### src/rtl/uart_rx_param_top.sv
// Parametrised UART receive channel: synchroniser, frame receiver FSM and
// receive FIFO with occupancy/threshold status and sticky error flags.
module uart_rx_param_top #(
  parameter int unsigned DATA_W  = 8,
  parameter int unsigned FIFO_AW = 5
) (
  input  logic               clk_i,
  input  logic               rstn_i,
  input  logic               rx_en_i,
  input  logic               rx_i,
  input  logic [15:0]        baud_div_i,
  input  logic               parity_en_i,
  input  logic               parity_odd_i,
  input  logic               stop2_i,
  input  logic               rd_en_i,
  input  logic               clr_err_i,
  input  logic [FIFO_AW:0]   thresh_i,
  output logic [DATA_W-1:0]  rdata_o,
  output logic               rvalid_o,
  output logic [FIFO_AW:0]   count_o,
  output logic               empty_o,
  output logic               full_o,
  output logic               thresh_o,
  output logic               busy_o,
  output logic               overrun_o,
  output logic               parity_err_o,
  output logic               frame_err_o
);

  localparam int unsigned DEPTH = 1 << FIFO_AW;
  localparam int unsigned CNT_W = FIFO_AW + 1;
  localparam int unsigned IDX_W = 3;

  typedef enum logic [2:0] {
    S_IDLE,
    S_START,
    S_DATA,
    S_PARITY,
    S_STOP
  } state_e;

  state_e              state_q, state_d;
  logic                sync1_q, sync2_q, prev_q;
  logic [15:0]         bitcnt_q, bitcnt_d;
  logic [IDX_W-1:0]    idx_q, idx_d;
  logic [DATA_W-1:0]   shift_q, shift_d;
  logic                par_bad_q, par_bad_d;
  logic                stop_bad_q, stop_bad_d;
  logic                stop_idx_q, stop_idx_d;
  logic                push_q, push_d;
  logic [DATA_W-1:0]   push_data_q, push_data_d;
  logic                busy_q;

  logic                fall_c, tick_half_c, tick_bit_c;
  logic                perr_set_c, ferr_set_c;
  logic [15:0]         half_c;

  logic [DATA_W-1:0]   mem_q [DEPTH];
  logic [FIFO_AW-1:0]  wptr_q, rptr_q;
  logic [CNT_W-1:0]    count_q, count_d;
  logic                empty_q, full_q, thresh_q;
  logic [DATA_W-1:0]   rdata_q;
  logic                rvalid_q;
  logic                ovr_q, perr_q, ferr_q;
  logic                do_pop_c, do_push_c, ovr_set_c;

  // Two-flop synchroniser idling high, plus previous value for edge detect
  always_ff @(posedge clk_i or negedge rstn_i) begin
    if (!rstn_i) begin
      sync1_q <= 1'b1;
      sync2_q <= 1'b1;
      prev_q  <= 1'b1;
    end else begin
      sync1_q <= rx_i;
      sync2_q <= sync1_q;
      prev_q  <= sync2_q;
    end
  end

  assign fall_c      = prev_q & ~sync2_q;
  assign half_c      = baud_div_i >> 1;
  assign tick_half_c = (bitcnt_q + 16'd1) == half_c;
  assign tick_bit_c  = (bitcnt_q + 16'd1) == baud_div_i;

  always_ff @(posedge clk_i or negedge rstn_i) begin
    if (!rstn_i) begin
      state_q     <= S_IDLE;
      bitcnt_q    <= '0;
      idx_q       <= '0;
      shift_q     <= '0;
      par_bad_q   <= 1'b0;
      stop_bad_q  <= 1'b0;
      stop_idx_q  <= 1'b0;
      push_q      <= 1'b0;
      push_data_q <= '0;
      busy_q      <= 1'b0;
    end else begin
      state_q     <= state_d;
      bitcnt_q    <= bitcnt_d;
      idx_q       <= idx_d;
      shift_q     <= shift_d;
      par_bad_q   <= par_bad_d;
      stop_bad_q  <= stop_bad_d;
      stop_idx_q  <= stop_idx_d;
      push_q      <= push_d;
      push_data_q <= push_data_d;
      busy_q      <= (state_d != S_IDLE);
    end
  end

  // Receiver next state; the frame outcome is decided on the final stop sample
  always_comb begin
    state_d     = state_q;
    bitcnt_d    = bitcnt_q + 16'd1;
    idx_d       = idx_q;
    shift_d     = shift_q;
    par_bad_d   = par_bad_q;
    stop_bad_d  = stop_bad_q;
    stop_idx_d  = stop_idx_q;
    push_d      = 1'b0;
    push_data_d = push_data_q;
    perr_set_c  = 1'b0;
    ferr_set_c  = 1'b0;
    case (state_q)
      S_IDLE: begin
        bitcnt_d = '0;
        if (rx_en_i && fall_c) begin
          state_d    = S_START;
          idx_d      = '0;
          par_bad_d  = 1'b0;
          stop_bad_d = 1'b0;
          stop_idx_d = 1'b0;
        end
      end
      S_START: begin
        if (tick_half_c) begin
          bitcnt_d = '0;
          state_d  = sync2_q ? S_IDLE : S_DATA;
        end
      end
      S_DATA: begin
        if (tick_bit_c) begin
          bitcnt_d = '0;
          shift_d  = {sync2_q, shift_q[DATA_W-1:1]};
          idx_d    = idx_q + IDX_W'(1);
          if (idx_q == IDX_W'(DATA_W - 1)) begin
            state_d = parity_en_i ? S_PARITY : S_STOP;
          end
        end
      end
      S_PARITY: begin
        if (tick_bit_c) begin
          bitcnt_d  = '0;
          par_bad_d = ((^shift_q) ^ sync2_q) != parity_odd_i;
          state_d   = S_STOP;
        end
      end
      S_STOP: begin
        if (tick_bit_c) begin
          bitcnt_d = '0;
          if (stop2_i && !stop_idx_q) begin
            stop_idx_d = 1'b1;
            stop_bad_d = stop_bad_q | ~sync2_q;
          end else begin
            state_d     = S_IDLE;
            perr_set_c  = par_bad_q;
            ferr_set_c  = stop_bad_q | ~sync2_q;
            push_d      = ~par_bad_q & ~stop_bad_q & sync2_q;
            push_data_d = shift_q;
          end
        end
      end
      default: state_d = S_IDLE;
    endcase
    // Disabling the receiver abandons any partial frame
    if (state_q != S_IDLE && !rx_en_i) begin
      state_d    = S_IDLE;
      push_d     = 1'b0;
      perr_set_c = 1'b0;
      ferr_set_c = 1'b0;
    end
  end

  assign do_pop_c  = rd_en_i & ~empty_q;
  assign do_push_c = push_q & (~full_q | do_pop_c);
  assign ovr_set_c = push_q & full_q & ~do_pop_c;
  assign count_d   = count_q + CNT_W'(do_push_c) - CNT_W'(do_pop_c);

  always_ff @(posedge clk_i) begin
    if (do_push_c) mem_q[wptr_q] <= push_data_q;
  end

  // FIFO pointers, registered status and sticky flags (set beats clear)
  always_ff @(posedge clk_i or negedge rstn_i) begin
    if (!rstn_i) begin
      wptr_q   <= '0;
      rptr_q   <= '0;
      count_q  <= '0;
      empty_q  <= 1'b1;
      full_q   <= 1'b0;
      thresh_q <= 1'b0;
      rdata_q  <= '0;
      rvalid_q <= 1'b0;
      ovr_q    <= 1'b0;
      perr_q   <= 1'b0;
      ferr_q   <= 1'b0;
    end else begin
      if (do_push_c) wptr_q <= wptr_q + FIFO_AW'(1);
      if (do_pop_c) begin
        rptr_q  <= rptr_q + FIFO_AW'(1);
        rdata_q <= mem_q[rptr_q];
      end
      rvalid_q <= do_pop_c;
      count_q  <= count_d;
      empty_q  <= (count_d == '0);
      full_q   <= (count_d == CNT_W'(DEPTH));
      thresh_q <= (count_d >= thresh_i) && (thresh_i != '0);
      ovr_q    <= (ovr_q  & ~clr_err_i) | ovr_set_c;
      perr_q   <= (perr_q & ~clr_err_i) | perr_set_c;
      ferr_q   <= (ferr_q & ~clr_err_i) | ferr_set_c;
    end
  end

  assign rdata_o      = rdata_q;
  assign rvalid_o     = rvalid_q;
  assign count_o      = count_q;
  assign empty_o      = empty_q;
  assign full_o       = full_q;
  assign thresh_o     = thresh_q;
  assign busy_o       = busy_q;
  assign overrun_o    = ovr_q;
  assign parity_err_o = perr_q;
  assign frame_err_o  = ferr_q;

endmodule

### config.mk
export PLATFORM = sky130hd
export DESIGN_NAME = uart_rx_param_top
export DESIGN_NICKNAME = d
export VERILOG_FILES = /design/src/rtl/uart_rx_param_top.sv
export SDC_FILE = /design/constraint.sdc
export NUM_CORES = 1
export LEC_CHECK = 0
export ABC_AREA = 1
export CAP_MARGIN = 20
export CELL_PAD_IN_SITES_DETAIL_PLACEMENT = 0
export CELL_PAD_IN_SITES_GLOBAL_PLACEMENT = 1
export CORE_MARGIN = 5
export CORE_UTILIZATION = 35
export CTS_CLUSTER_DIAMETER = 150
export DETAILED_ROUTE_END_ITERATION = 8
export DONT_BUFFER_PORTS = 1
export PLACE_DENSITY = 0.69
export SLEW_MARGIN = 20
export SYNTH_ARGS = -nofsm -noshare
export SYNTH_HDL_FRONTEND = slang
export SYNTH_SLANG_ARGS = --single-unit
export TNS_END_PERCENT = 30
### constraint.sdc
create_clock -name clk_i -period 3.9 [get_ports clk_i]
set_input_delay 0.975 -clock clk_i [delete_from_list [all_inputs] [get_ports clk_i]]
set_output_delay 0.975 -clock clk_i [all_outputs]
set_load 0.005 [all_outputs]
; ---- Word-level counts from Yosys, hierarchy flattened
; Memory sizes are Yosys's and may differ from the RTL's. A register that Yosys moved wholly into a read port is not among the register bits.
; Index checks and enable logic that the tools add are counted.
[classes]
n_addsub = 6
multipliers = 0
n_div = 0
magnitude_cmp = 1
eq_ne = 14
n_shift = 0
mux = 40
n_bitwise = 24
reduce_logical = 22
[ops]
columns = op, count
row1 = $pmux W16 S3, 1
row2 = $mux W3, 11
row3 = $mux W16, 2
row4 = $mux W1, 20
row5 = $add A16 B1 Y16 const B, 1
row6 = $eq A16 B15 Y1, 1
row7 = $eq A16 B16 Y1, 1
row8 = $pmux W3 S5, 1
row9 = $add A5 B1 Y5 const B, 2
row10 = $and A1 B1 Y1, 10
row11 = $ne A2 B2 Y1 const B, 5
row12 = $reduce_and A3 Y1, 3
row13 = $not A1 Y1, 8
row14 = $reduce_xor A8 Y1, 1
row15 = $add A6 B1 Y6, 1
row16 = $eq A3 B2 Y1 const B, 2
row17 = $eq A3 B3 Y1 const B, 2
row18 = $eq A6 B6 Y1 const B, 1
row19 = $ge A6 B6 Y1, 1
row20 = $logic_not A6 Y1, 1
row21 = $pmux W1 S2, 3
row22 = $pmux W3 S2, 1
row23 = $reduce_bool A2 Y1, 3
row24 = $reduce_bool A3 Y1, 2
row25 = other kinds (14), 23
[word_totals]
regBits = 69
latch_bits = 0
mem_bits_rw = 256
rom_bits = 0
in_bits = 31
output_inout_bits = 22
mem_count = 1
[memory_table]
columns = memory, words, width, rd, rd_clocked_by_memory_dff, wr, line_no
row1 = mem_q, 32, 8, 1, 1, 1, 58  ; logic [DATA_W-1:0] mem_q [DEPTH];

; ---- Logic depth before layout (Yosys ltp)
[logic_depth]
depth_word = 8
mapped_depth = 19
depth_no_buf = 19

; ---- Least setup slack after synthesis
; Ideal clock, no wire load.
[synth_timing]
path_kind = input -> register
start = input rd_en_i
end = register thresh_q (netlist: thresh_o)
setup_ps = 119
arrival_time_ps = 3811
required_ps = 3781
path_slack_ps = -31
stages = 17
path_buffers = 0
cell_sequence = inv_1 -> nor2_1 -> clkinv_1 -> nand2_1 -> nand2_1 -> ha_1 -> inv_1 -> ha_1 -> fa_1 -> ha_1 -> a21boi_0 -> o21a_1 -> o21a_1 -> o21a_1 -> o21a_1 -> o22ai_1 -> inv_1
[synth_via]
elab_chain_cells = 7
[synth_rtl]
columns = item, line_no
row1 = from (decl), 15  ; input logic rd_en_i,
row2 = $and A1 B1 Y1 (*), 184  ; assign do_pop_c = rd_en_i & ~empty_q;
row3 = $or A1 B1 Y1, 185  ; assign do_push_c = push_q & (~full_q | do_pop_c);
row4 = $and A1 B1 Y1, 185
row5 = $add A6 B1 Y6, 187  ; assign count_d = count_q + CNT_W'(do_push_c) - CNT_W'(do_pop_c);
row6 = $sub A6 B1 Y6 (*), 187
row7 = net count_d[1], 60  ; logic [CNT_W-1:0] count_q, count_d;
row8 = $ge A6 B6 Y1 (*), 217  ; thresh_q <= (count_d >= thresh_i) && (thresh_i != '0);
row9 = $logic_and A1 B1 Y1 (*), 217
row10 = to (signal assigned), 217
row11 = to (decl), 61  ; logic empty_q, full_q, thresh_q;
; Mark *: on every way through the listed nets, which the timed path passes. The rest lies on a longest branch.
; A chain may end at the register's enable or synchronous reset.

; ---- Worst setup path after layout
; Same ends and word-level chain as after synthesis.

==> flow_summary.toml <==
[layout]
layoutNonFillerInstCount = 1934
area_growth_pct = 13.8
n_antenna_cell = 0
fill_cells = 4051
final_nets = 1420
drive_gt1_share_pct = 9.32

[synth]
ys_top_cells_by_count = "256 x edfxtp_1, 215 x nand2_1, 203 x nor2_1"
synth_edf_count = 256
yosys_register_bits = 333
synth.net_count = 1411
synth.largest_area_cell = "edfxtp_1"
synth_flop_cell = "edfxtp_1"
ys_types = 49
ys_warn_count = 0
synthArstFlopShare_pct = 23.1
synth_seq_area_share_pct = 65.2
synth_cells = 1359
synth.avg_cell_area_um2 = 10.9
synth.cell_area_um2 = 14800
synth_most_common_cell = "edfxtp_1"
synth_area_leaders = "edfxtp_1 52%, dfrtp_1 12%, nand2_1 5.5%"
yosysTopAreaCellShare_pct = 52.1

[cts]
clk_pin_slew_ns = 0.06
cts_resized = 0
cts_max_level = 2
clk_latency_ns = 0.55
clock-root-buffer = "clkbuf_16"
max-clock-path-buffers = 3
clock-sinks = 333
cts_made_buffers = 37
postCtsHoldBufs = 0
post_cts_buffers = 0
cts_tree = "done"

[die]
die-area_um2 = 46400
row_count = 75
initial_core_util_pct = 35.3
core-area_um2 = 41900
die_x_um = 215
die_h_um = 215
ios = 53

[detailed_routing]
wl_met2_mm = 17.4
top_layer = "met4"
avgViaCountPerCell = 5.18
wl_met1_mm = 16.4
postRouteAntennaNets = 0
wl_met3_mm = 2.14
drc = 0
dr.pass1.iters = 5
drt_wl_total_mm = 36.8
vias = 10000
wire_per_inst_um = 19.0
drtIter0Drc = 838

[power_and_ir_drop]
power_mw = 11.1
p_per_area_nw_per_um2 = 658
p_leak_nw = 6.86
vdd_drop_max_uv = 499

[global_route]
first_global_vias = 9817
grt_pass1_wl_mm = 57.4
antenna_found_initial = 0
grt-ovfl-total = 0
grt.total_usage_pct = 15.6
grt_max_degree = 88

[timing]
fmax_ghz = 0.300
final.setup.worst_slack_ns = 0.568
final_max_slew_viol_count = 0
holdWs_ns = 0.123
finalSetupViolCount = 0
hold_violations = 0
fin_crit_ns = 3.33
relSlewSlack_pct = 42.3
finalCritPeriodShare_pct = 85.4
rsz0062_at_grt = "false"
fin_skew_ns = 0.0224
worst_pin_slew_ns = 0.862

[placed_design]
gp_congestion = 0.846
dp_slack_ns = -0.0114
placedCellCount = 1868
hpwl_mm = 23.0
io_buffer_count = 0

[worst_setup_path]
crit_required_ns = 4.33
start_kind = "primary input"
startpoint = "rd_en_i"
cp.arrival_ns = 3.76
worstSetupEndpoint = "thresh_o"
r2r_start = "empty_o"
r2r_end = "thresh_o"
cp_max_fo = 3
cp-end-kind = "flip-flop"
crit_type = "in -> reg"
r2r_slack_ns = 0.63
reg2regPathDepth = 16

[outcome]
outcome = "finished, final reports clean"

[hold_path]
min_path_type = "in -> async"

[flow_run]
max-cap-violations = 0
sequential cells by signal, indices dropped and copies added, names as in the netlist, 3 cells and up:
name and count:
push_data_q 8, shift_q 8, count_o 6, rptr_q 5
rdata_o 8, bitcnt_q 16, mem_q 256, idx_q 3
wptr_q 5, state_q 3
cell type report:
type	count	area [um2]	share of cell area, %
multi-input combinational	866	4510	26.9
clock inverter	21	390	2.33
sequential	333	9630	57.4
tap	539	674	4.02
clock buffer	45	976	5.81
timing repair buffer	26	208	1.24
inverter	104	399	2.38
layout by cell type (no fill, tap or decap), types with 7 or more instances in the layout:
cell	netlist	final
dfrtp_2	0	7
nand3_1	88	88
o21ai_0	137	137
bufinv_16	0	9
inv_1	97	96
buf_4	1	25
a21oi_1	14	14
a21boi_0	7	7
clkinv_2	1	8
nand2_1	215	215
nand4_1	36	36
o22ai_1	39	39
dfrtp_1	73	65
o221ai_1	26	26
o21ai_2	11	11
nor2_1	203	203
edfxtp_1	256	256
clkbuf_16	0	37
ha_1	20	20
xor2_1	16	16
cells by family (layout without fill, tap and decap cells):
kind of cell	Yosys count	in the layout	synth area share (%)
buf+inv	160	196	4.26
xor+xnor	24	24	1.61
simple gates	564	564	16.7
flops	333	333	65.2
compound gates	257	257	10.4
fa+ha+maj	21	21	1.83
through the flow:
step | cell area [um2] | util (%) | TNS (ns)
after floorplan | 14800 | - | 0
after global placement | 15400 | 36.8 | 0
after detailed placement | 15400 | 36.8 | -0.0114
after CTS | 16800 | 40.1 | 0
after global routing | 16800 | 40.1 | 0
final | 16800 | 40.1 | 0
report_power, final:
part	switching, mW	internal (mW)
clock network	1.46	2.41
registers	0.235	3.93
logic	2.01	1.01
total	3.71	7.35
worst min-delay path by stage:
stage / from / end / depth (start not counted)
global placement: sync1_q / sync2_q / 0
floorplan: sync1_q / sync2_q / 0
detailed placement: sync1_q / sync2_q / 0
CTS: rstn_i / stop_idx_q / 0
finish: rstn_i / parity_err_o / 0
global route: rstn_i / parity_err_o / 0
metal layers:
layer	up-vias	GRT usage [%]
met1	4898	21.2
met3	54	3.49
met2	251	25.4
li1	4812	-
met5	-	0
met4	0	4.40
critical path, stage by stage:
cell      delay, ns
inv_1          0.02
nor2_1         0.30
clkinv_2       0.10
nand2_1        0.07
nand2_1        0.07
ha_1           0.28
inv_1          0.04
ha_1           0.20
fa_1           0.55
ha_1           0.24
a21boi_0       0.12
o21a_1         0.17
o21a_1         0.16
o21a_1         0.16
o21a_1         0.16
o22ai_1        0.10
inv_1          0.05
Note: power is estimated with default switching activity, not from simulation.
